File: src/rtl/bram_ctrl_pkg.sv
// Shared types and helpers for the multi-channel BRAM port controller.
package bram_ctrl_pkg;

   localparam int TAG_CH_W = 3;

   function automatic int clog2(input int n);
      int r;
      r = 0;
      for (int i = 0; i < 31; i++) begin
         if ((1 << i) < n) r = i + 1;
      end
      return r;
   endfunction

   function automatic int ch_w(input int nch);
      return (clog2(nch) > 1) ? clog2(nch) : 1;
   endfunction

   function automatic int be_w(input int data_w);
      return data_w / 8;
   endfunction

   // Wide enough for the largest supported channel count (8).
   typedef struct packed {
      logic                valid;
      logic [TAG_CH_W-1:0] ch;
   } tag_t;

endpackage

File: src/rtl/bram_arb_ctrl_if.sv
// Request/response channels plus native BRAM port of the controller.
interface bram_arb_ctrl_if #(
   parameter int DATA_W = 32,
   parameter int ADDR_W = 32,
   parameter int NCH    = 2
);
   localparam int BE_W = DATA_W / 8;

   logic                   en;
   logic [NCH-1:0]         req_valid;
   logic [NCH-1:0]         req_ready;
   logic [NCH*BE_W-1:0]    req_we;
   logic [NCH*ADDR_W-1:0]  req_addr;
   logic [NCH*DATA_W-1:0]  req_wdata;
   logic [NCH-1:0]         rsp_valid;
   logic [DATA_W-1:0]      rsp_rdata;
   logic                   bram_clk;
   logic                   bram_rst;
   logic                   bram_en;
   logic [BE_W-1:0]        bram_we;
   logic [ADDR_W-1:0]      bram_addr;
   logic [DATA_W-1:0]      bram_wdata;
   logic [DATA_W-1:0]      bram_rdata;

   modport master (
      output en, req_valid, req_we, req_addr, req_wdata, bram_rdata,
      input  req_ready, rsp_valid, rsp_rdata, bram_clk, bram_rst, bram_en, bram_we,
             bram_addr, bram_wdata
   );

   modport slave (
      input  en, req_valid, req_we, req_addr, req_wdata, bram_rdata,
      output req_ready, rsp_valid, rsp_rdata, bram_clk, bram_rst, bram_en, bram_we,
             bram_addr, bram_wdata
   );
endinterface

File: src/rtl/bram_arb_ctrl_rr_arbiter.sv
// Round-robin arbiter: combinational one-hot grant, registered priority pointer.
module rr_arbiter
   import bram_ctrl_pkg::*;
#(
   parameter int NCH = 2,
   localparam int CH_W = ch_w(NCH)
) (
   input  logic            clk,
   input  logic            rst,
   input  logic            i_en,
   input  logic [NCH-1:0]  i_req,
   input  logic            i_adv,
   output logic [NCH-1:0]  o_gnt,
   output logic [CH_W-1:0] o_gnt_idx
);

   logic [CH_W-1:0] r_ptr;
   logic [CH_W-1:0] w_ptr_nxt;
   logic            w_found;
   int              w_idx;

   // Scan from the pointer upward with wrap; first requester wins.
   always_comb begin
      o_gnt     = '0;
      o_gnt_idx = '0;
      w_found   = 1'b0;
      w_idx     = 0;
      for (int k = 0; k < NCH; k++) begin
         w_idx = int'(r_ptr) + k;
         if (w_idx >= NCH) w_idx = w_idx - NCH;
         if (!w_found && i_en && !rst && i_req[w_idx]) begin
            w_found      = 1'b1;
            o_gnt[w_idx] = 1'b1;
            o_gnt_idx    = CH_W'(w_idx);
         end
      end
   end

   assign w_ptr_nxt = (o_gnt_idx == CH_W'(NCH - 1)) ? '0 : o_gnt_idx + 1'b1;

   always_ff @(posedge clk or posedge rst) begin
      if (rst) begin
         r_ptr <= '0;
      end else if (i_adv) begin
         r_ptr <= w_ptr_nxt;
      end
   end

endmodule

File: src/rtl/bram_arb_ctrl.sv
// Arbitrates NCH request channels onto one BRAM port; responses return after RD_LAT+2 cycles.
module bram_arb_ctrl
   import bram_ctrl_pkg::*;
#(
   parameter int DATA_W = 32,
   parameter int ADDR_W = 32,
   parameter int NCH    = 2,
   parameter int RD_LAT = 1
) (
   input  logic           clk,
   input  logic           rst,
   bram_arb_ctrl_if.slave bus
);

   localparam int BE_W = be_w(DATA_W);
   localparam int CH_W = ch_w(NCH);
   localparam logic [ADDR_W-1:0] ADDR_MASK = ~ADDR_W'(BE_W - 1);

   logic [NCH-1:0]    w_gnt;
   logic [CH_W-1:0]   w_ch;
   logic              w_accept;
   logic [BE_W-1:0]   w_sel_we;
   logic [ADDR_W-1:0] w_sel_addr;
   logic [DATA_W-1:0] w_sel_wdata;
   tag_t              w_last;
   logic [NCH-1:0]    w_rsp_onehot;

   logic              r_bram_rst;
   logic              r_bram_en;
   logic [BE_W-1:0]   r_bram_we;
   logic [ADDR_W-1:0] r_bram_addr;
   logic [DATA_W-1:0] r_bram_wdata;
   tag_t              r_tag [RD_LAT+1];
   logic [NCH-1:0]    r_rsp_valid;
   logic [DATA_W-1:0] r_rsp_rdata;

   rr_arbiter #(.NCH(NCH)) u_arb (
      .clk       (clk),
      .rst       (rst),
      .i_en      (bus.en),
      .i_req     (bus.req_valid),
      .i_adv     (w_accept),
      .o_gnt     (w_gnt),
      .o_gnt_idx (w_ch)
   );

   assign w_accept    = |(bus.req_valid & w_gnt);
   assign w_sel_we    = bus.req_we[int'(w_ch)*BE_W +: BE_W];
   assign w_sel_addr  = bus.req_addr[int'(w_ch)*ADDR_W +: ADDR_W];
   assign w_sel_wdata = bus.req_wdata[int'(w_ch)*DATA_W +: DATA_W];
   assign w_last      = r_tag[RD_LAT];

   always_comb begin
      w_rsp_onehot = '0;
      if (w_last.valid) w_rsp_onehot[w_last.ch[CH_W-1:0]] = 1'b1;
   end

   always_ff @(posedge clk or posedge rst) begin
      if (rst) begin
         r_bram_rst <= 1'b1;
      end else begin
         r_bram_rst <= 1'b0;
      end
   end

   // Address and write data hold between accesses; only enables drop when idle.
   always_ff @(posedge clk or posedge rst) begin
      if (rst) begin
         r_bram_en    <= 1'b0;
         r_bram_we    <= '0;
         r_bram_addr  <= '0;
         r_bram_wdata <= '0;
      end else if (w_accept) begin
         r_bram_en    <= 1'b1;
         r_bram_we    <= w_sel_we;
         r_bram_addr  <= w_sel_addr & ADDR_MASK;
         r_bram_wdata <= w_sel_wdata;
      end else begin
         r_bram_en <= 1'b0;
         r_bram_we <= '0;
      end
   end

   // Stage 0 lines up with bram_en; stage RD_LAT lines up with valid bram_rdata.
   always_ff @(posedge clk or posedge rst) begin
      if (rst) begin
         for (int k = 0; k <= RD_LAT; k++) r_tag[k] <= '0;
         r_rsp_valid <= '0;
         r_rsp_rdata <= '0;
      end else begin
         r_tag[0].valid <= w_accept;
         r_tag[0].ch    <= TAG_CH_W'(w_ch);
         for (int k = 1; k <= RD_LAT; k++) r_tag[k] <= r_tag[k-1];
         r_rsp_valid <= w_rsp_onehot;
         if (w_last.valid) r_rsp_rdata <= bus.bram_rdata;
      end
   end

   assign bus.req_ready  = w_gnt;
   assign bus.rsp_valid  = r_rsp_valid;
   assign bus.rsp_rdata  = r_rsp_rdata;
   assign bus.bram_clk   = clk;
   assign bus.bram_rst   = r_bram_rst;
   assign bus.bram_en    = r_bram_en;
   assign bus.bram_we    = r_bram_we;
   assign bus.bram_addr  = r_bram_addr;
   assign bus.bram_wdata = r_bram_wdata;

endmodule
File: src/flat_wrapper.sv
// flat-port wrapper written by rule: the top's interface ports become plain ports
module bram_arb_ctrl_flat import bram_ctrl_pkg::*;
#(
   parameter int DATA_W = 32,
   parameter int ADDR_W = 32,
   parameter int NCH    = 2,
   parameter int RD_LAT = 1
)
  (clk, rst, bus_en, bus_req_valid, bus_req_we, bus_req_addr, bus_req_wdata, bus_bram_rdata, bus_req_ready, bus_rsp_valid, bus_rsp_rdata, bus_bram_clk, bus_bram_rst, bus_bram_en, bus_bram_we, bus_bram_addr, bus_bram_wdata);
  bram_arb_ctrl_if #(.DATA_W(DATA_W), .ADDR_W(ADDR_W), .NCH(NCH)) bus_i ();
  input  logic clk;
  input  logic rst;
  input wire logic [$bits(bus_i.en)-1:0] bus_en;
  input wire logic [$bits(bus_i.req_valid)-1:0] bus_req_valid;
  input wire logic [$bits(bus_i.req_we)-1:0] bus_req_we;
  input wire logic [$bits(bus_i.req_addr)-1:0] bus_req_addr;
  input wire logic [$bits(bus_i.req_wdata)-1:0] bus_req_wdata;
  input wire logic [$bits(bus_i.bram_rdata)-1:0] bus_bram_rdata;
  output wire logic [$bits(bus_i.req_ready)-1:0] bus_req_ready;
  output wire logic [$bits(bus_i.rsp_valid)-1:0] bus_rsp_valid;
  output wire logic [$bits(bus_i.rsp_rdata)-1:0] bus_rsp_rdata;
  output wire logic [$bits(bus_i.bram_clk)-1:0] bus_bram_clk;
  output wire logic [$bits(bus_i.bram_rst)-1:0] bus_bram_rst;
  output wire logic [$bits(bus_i.bram_en)-1:0] bus_bram_en;
  output wire logic [$bits(bus_i.bram_we)-1:0] bus_bram_we;
  output wire logic [$bits(bus_i.bram_addr)-1:0] bus_bram_addr;
  output wire logic [$bits(bus_i.bram_wdata)-1:0] bus_bram_wdata;
  assign bus_i.en = bus_en;
  assign bus_i.req_valid = bus_req_valid;
  assign bus_i.req_we = bus_req_we;
  assign bus_i.req_addr = bus_req_addr;
  assign bus_i.req_wdata = bus_req_wdata;
  assign bus_i.bram_rdata = bus_bram_rdata;
  assign bus_req_ready = bus_i.req_ready;
  assign bus_rsp_valid = bus_i.rsp_valid;
  assign bus_rsp_rdata = bus_i.rsp_rdata;
  assign bus_bram_clk = bus_i.bram_clk;
  assign bus_bram_rst = bus_i.bram_rst;
  assign bus_bram_en = bus_i.bram_en;
  assign bus_bram_we = bus_i.bram_we;
  assign bus_bram_addr = bus_i.bram_addr;
  assign bus_bram_wdata = bus_i.bram_wdata;
  bram_arb_ctrl #(.DATA_W(DATA_W), .ADDR_W(ADDR_W), .NCH(NCH), .RD_LAT(RD_LAT)) u_core (.clk(clk), .rst(rst), .bus(bus_i));
endmodule
File: config.mk
export PLATFORM = sky130hd
export DESIGN_NAME = bram_arb_ctrl_flat
export DESIGN_NICKNAME = d
export VERILOG_FILES = /design/src/rtl/bram_ctrl_pkg.sv /design/src/rtl/bram_arb_ctrl_if.sv /design/src/rtl/bram_arb_ctrl_rr_arbiter.sv /design/src/rtl/bram_arb_ctrl.sv /design/src/flat_wrapper.sv
export SDC_FILE = /design/constraint.sdc
export NUM_CORES = 1
export LEC_CHECK = 0
export CORE_MARGIN = 4
export CORE_UTILIZATION = 36
export CTS_BUF_LIST = sky130_fd_sc_hd__clkbuf_4 sky130_fd_sc_hd__clkbuf_8
export DETAILED_ROUTE_END_ITERATION = 10
export GPL_TIMING_DRIVEN = 0
export PLACE_DENSITY = 0.78
export SYNTH_ARGS = -nofsm -noshare
export SYNTH_HDL_FRONTEND = slang
export SYNTH_SLANG_ARGS = --single-unit
File: constraint.sdc
create_clock -name clk -period 4 [get_ports clk]
set_input_delay 1.2 -clock clk [delete_from_list [all_inputs] [get_ports clk]]
set_output_delay 1.2 -clock clk [all_outputs]
set_load 0.03 [all_outputs]
### Yosys cells after proc, flatten, opt, wreduce, memory -nomap -nowiden

Index checks and enable logic that the tools add are counted.

| storage, ports and cells | value |
|---|---|
| flip-flop bits (word level) | 107 |
| bits of input ports | 173 |
| output and inout port bits | 107 |
| logic and storage cells | 63 |

| operators by class | value |
|---|---|
| add/subtract/negate cells | 4 |
| $lt $le $gt $ge | 8 |
| shifts and indexed selects | 3 |
| muxes and demuxes | 23 |
| bitwise operators | 2 |
| reduce and logical (&&, ||, !) cells | 11 |

Operators by type and width:

| kind | number |
|---|---|
| $shiftx 64x7->32 | 2 |
| $ge 32x1->1 const B | 2 |
| $lt 32x3->1 const B | 2 |
| $mux 32 | 2 |
| $mux 1 | 14 |
| $logic_and 1x1->1 | 8 |
| $shiftx 8x4->4 | 1 |
| $mux 2 | 3 |
| $mux 4 | 1 |
| $demux 1 s1 | 3 |
| $sub 1x2->3 const B | 1 |
| $sub 2x2->3 const B | 1 |
| $add 1x1->2 const B | 1 |
| $and 2x2->2 | 1 |
| $ge 1x2->1 const B | 1 |
| $ge 2x2->1 const B | 1 |
| $logic_not 1->1 | 2 |
| $lt 1x2->1 const B | 1 |
| $or 2x2->2 | 1 |
| $reduce_or 2->1 | 1 |
| $add 1x1->1 const B | 1 |
| $ge 1x1->1 const B | 1 |

### Logic depth before layout (Yosys ltp)

| depth | value |
|---|---|
| depth in word-level cells | 15 |
| depth in mapped cells | 6 |
| mapped depth without buffers | 4 |

### Cells and area by module

A second synthesis with hierarchy kept.

| second synthesis, totals | value |
|---|---|
| cell total of the unflattened synthesis | 305 |
| area, all modules | 4972.3 um^2 |

By module, submodules not included:

| module | times used | cells each | area an instance (um^2) | sequential area each (um^2) |
|---|---|---|---|---|
| bram_arb_ctrl | 1 | 295 | 4873.4 | 2628.8 |
| rr_arbiter | 1 | 10 | 98.8 | 25.0 |

==> flow_metrics.py <==
metrics = {
    "layout": {
        "antenna_cells": 0,
        "syn_to_final_growth_pct": 62.5,
        "fillers": 1140,
        "finalNetCount": 932,
        "layout-drive-gt1-share_pct": 12.2,
    },
    "critical_path": {
        "worstPathArrival_ns": 2.69,
        "end_kind": "output port",
        "cp.required_ns": 2.80,
        "r2r_setup_slack_ns": 2.40,
        "crit_start": "clk",
        "criticalPathCategory": "clock port to output port",
        "r2r_cells": 5,
        "cp_max_fo": 2,
        "cp-start-kind": "clock port",
        "reg2reg_from": "u_core.u_arb.r_ptr",
        "crit-reg2reg-capture": "u_core.bus.bram_wdata[13]",
    },
    "routing": {
        "drt_iter0_drc": 279,
        "via_per_inst": 5.39,
        "ant_nets": 0,
        "wl_mm": 18.3,
        "drc": 0,
        "routedWlPerCell_microns": 19.3,
        "drt_first_pass_iters": 5,
        "num_vias": 5085,
    },
    "sta": {
        "rsz0062_at_grt": "no",
        "finalSetupViolations": 0,
        "layout_setup_ws_ns": 0.106,
        "finClkSkew_ns": 0.0144,
        "worstMarginPinSlew_ns": 0.653,
        "hold_violations": 0,
        "relSlewSlack_pct": 56.4,
        "fin_tns_setup_ns": 0,
        "drv_slew": 0,
    },
    "die": {
        "rows": 43,
        "core_sq_um": 13900,
        "fp.dieW_microns": 127,
        "die_area_sq_um": 16200,
        "die_h_microns": 127,
        "initial_utilization_pct": 36.9,
        "ios": 280,
    },
    "power": {
        "power_frac_comb_pct": 38.5,
        "clkPwrFrac_pct": 21.9,
        "p_leak_nw": 3.32,
        "p_total_mw": 3.45,
        "seq_power_share_pct": 39.6,
        "vdd_ir_drop_max_mv": 0.211,
        "power_switching_mw": 1.23,
        "intPower_mw": 2.22,
        "sw_frac_of_total_pct": 35.6,
        "p_per_area_nw_per_um2": 414,
    },
    "synth": {
        "synth-simple-area-share_pct": 21.4,
        "synth_seq_cells": 106,
        "synth_area_leaders": "dfrtp_1, a221o_1, nor3b_1",
        "synth_fa_ha_area_share_pct": 0,
        "synth_top_cell_by_area": "dfrtp_1",
        "synthTopCellsByCount": "dfrtp_1, nand2_1, a221o_1, nor3_1, nor3b_1",
        "yosysTopAreaCellShare_pct": 51.3,
        "async_reset_ff_share_pct": 100,
        "post-synth-top-count-cell": "dfrtp_1",
        "synthFlopType": "dfrtp_1",
        "synthCells": 472,
        "synth_top_family_by_area": "simple AND/OR/NAND/NOR gates",
        "postSynthAreaPerCell_sq_um": 10.8,
        "synth_compound_area_share_pct": 13.4,
        "syn-cell-area_sq_um": 5120,
        "yosys_warnings": 0,
        "synth_edf_count": 0,
        "synth_seq_area_share_pct": 51.8,
        "muxShareOfSynthArea_pct": 7.04,
        "synth_cell_type_count": 28,
        "synth_xor_area_share_pct": 0,
    },
    "worst_hold_path": {
        "hold_path.startpoint": "u_core.r_tag[4]",
        "whs_path_depth": 0,
        "min_path_type": "register to register",
        "hold_path_end": "u_core.r_tag[0]",
    },
    "place": {
        "routabilityCongestion": 0.861,
        "port_buffers": 272,
        "pre_cts_slack_ns": -0.438,
        "dp_hpwl_mm": 14.1,
    },
    "clocking": {
        "clock_latency_ns": 0.46,
        "path_clk_slew_ns": 0.11,
        "ctsHoldBuffers": 0,
        "cts_tree": "done",
        "cts_setup_buffers": 0,
    },
    "run_status": {
        "status": "finished, final reports clean",
    },
    "grt": {
        "grt_pass1_wl_mm": 28.8,
        "grt_usage_pct": 22.3,
        "grt_max_degree": 56,
        "grt.overflow.total": 0,
        "grt_pass1_vias": 5455,
        "grt_antenna_before_repair": 0,
    },
    "job": {
        "drv_cap": 0,
    },
}
[kinds of logic (layout without fill, tap and decap cells)]
logic type,count (synthesis),after routing
DFF,106,106
other,1,3
AOI/OAI and AO/OA,72,72
buffers and inverters,61,351
muxes,32,32
and+or+nand+nor,200,200
[power groups by stage]
stage	combinational, mW	clock, mW	sequential (mW)
2_1_floorplan	0.327	0.0374	1.73
3_3_place_gp	1.32	0.0555	1.38
3_5_place_dp	1.34	0.0555	1.38
4_1_cts	1.34	0.780	1.36
5_1_grt	1.40	0.831	1.39
6_report	1.33	0.756	1.36
[cells in the final DEF (no fill, tap or decap), drive strengths merged, types with 4 or more instances in the layout]
master | synthesis | routed
nand4 | 4 | 4
dfrtp | 105 | 105
clkbuf | 21 | 33
a21oi | 4 | 4
a221o | 62 | 62
nor3b | 62 | 62
inv | 5 | 8
clkdlybuf4s50 | 0 | 269
nand2 | 63 | 63
o31ai | 4 | 4
nor3 | 62 | 62
buf | 35 | 35
mux2 | 32 | 32
[worst max-delay path, cell delays in order]
cell and delay [ns]:
clkbuf_8 0.11, clkbuf_8 0.12, buf_4 0.12, dlygate4sd2_1 0.35
[layer usage]
| metal | up-vias | GRT usage (%) | part of all wire (%) |
|---|---|---|---|
| li1 | 2312 | - | - |
| met1 | 2466 | 28.0 | 41 |
| met2 | 278 | 37.5 | 48 |
| met3 | 29 | 6.52 | 8.6 |
| met4 | 0 | 6.69 | 2.2 |
| met5 | - | 0 | 0 |
[what timing repair did]
item | in CTS | in global routing
gates resized for setup | 4 | 3
setup endpoints to repair | 3 | 1
hold endpoints to repair | 0 | 0
[area by class of cell]
type / instances / area, sq um / share of cell area, %
plain buffers: 54 / 297 / 3.56
clock buffers: 13 / 174 / 2.09
clock inverters: 7 / 61.3 / 0.737
inverters: 5 / 21.3 / 0.256
multi-input cells: 307 / 2150 / 25.9
flip-flops and latches: 106 / 2650 / 31.9
well taps: 180 / 225 / 2.71
repair buffers: 272 / 2730 / 32.9
[metrics by stage]
| stage | cells | util (%) | area [sq um] | hold WS, ns |
|---|---|---|---|---|
| after floorplan | 474 | - | 5130 | 0.331 |
| after global placement | 926 | 58.2 | 8080 | 0.335 |
| after detailed placement | 927 | 58.4 | 8110 | 0.336 |
| after CTS | 944 | 59.9 | 8320 | 0.362 |
| after global routing | 944 | 59.9 | 8320 | 0.383 |
| final | 944 | 59.9 | 8320 | 0.358 |
[worst max path at each step]
stage | end | slack (ns) | depth (start not counted)
2_1_floorplan | u_core.bus.bram_addr[10] | 0.01 | 1
3_3_place_gp | u_core.bus.bram_wdata[24] | -1.53 | 2
3_5_place_dp | bus_req_ready[1] | -0.44 | 7
4_1_cts | bus_req_ready[1] | 0.004 | 6
5_1_grt | bus_bram_clk | 0.1 | 4
6_report | bus_bram_clk | 0.11 | 4
[state kept, by name (all words and copies together), names as in the netlist]
signal	cells
u_core.bus.bram_we	4
u_core.bus.rsp_valid	2
u_core.r_tag	3
u_core.bus.bram_wdata	32
u_core.bus.rsp_rdata	32
u_core.bus.bram_rst	1
u_core.bus.bram_en	1
u_core.u_arb.r_ptr	1
u_core.bus.bram_addr	30
(Power assumes the default switching activity.)
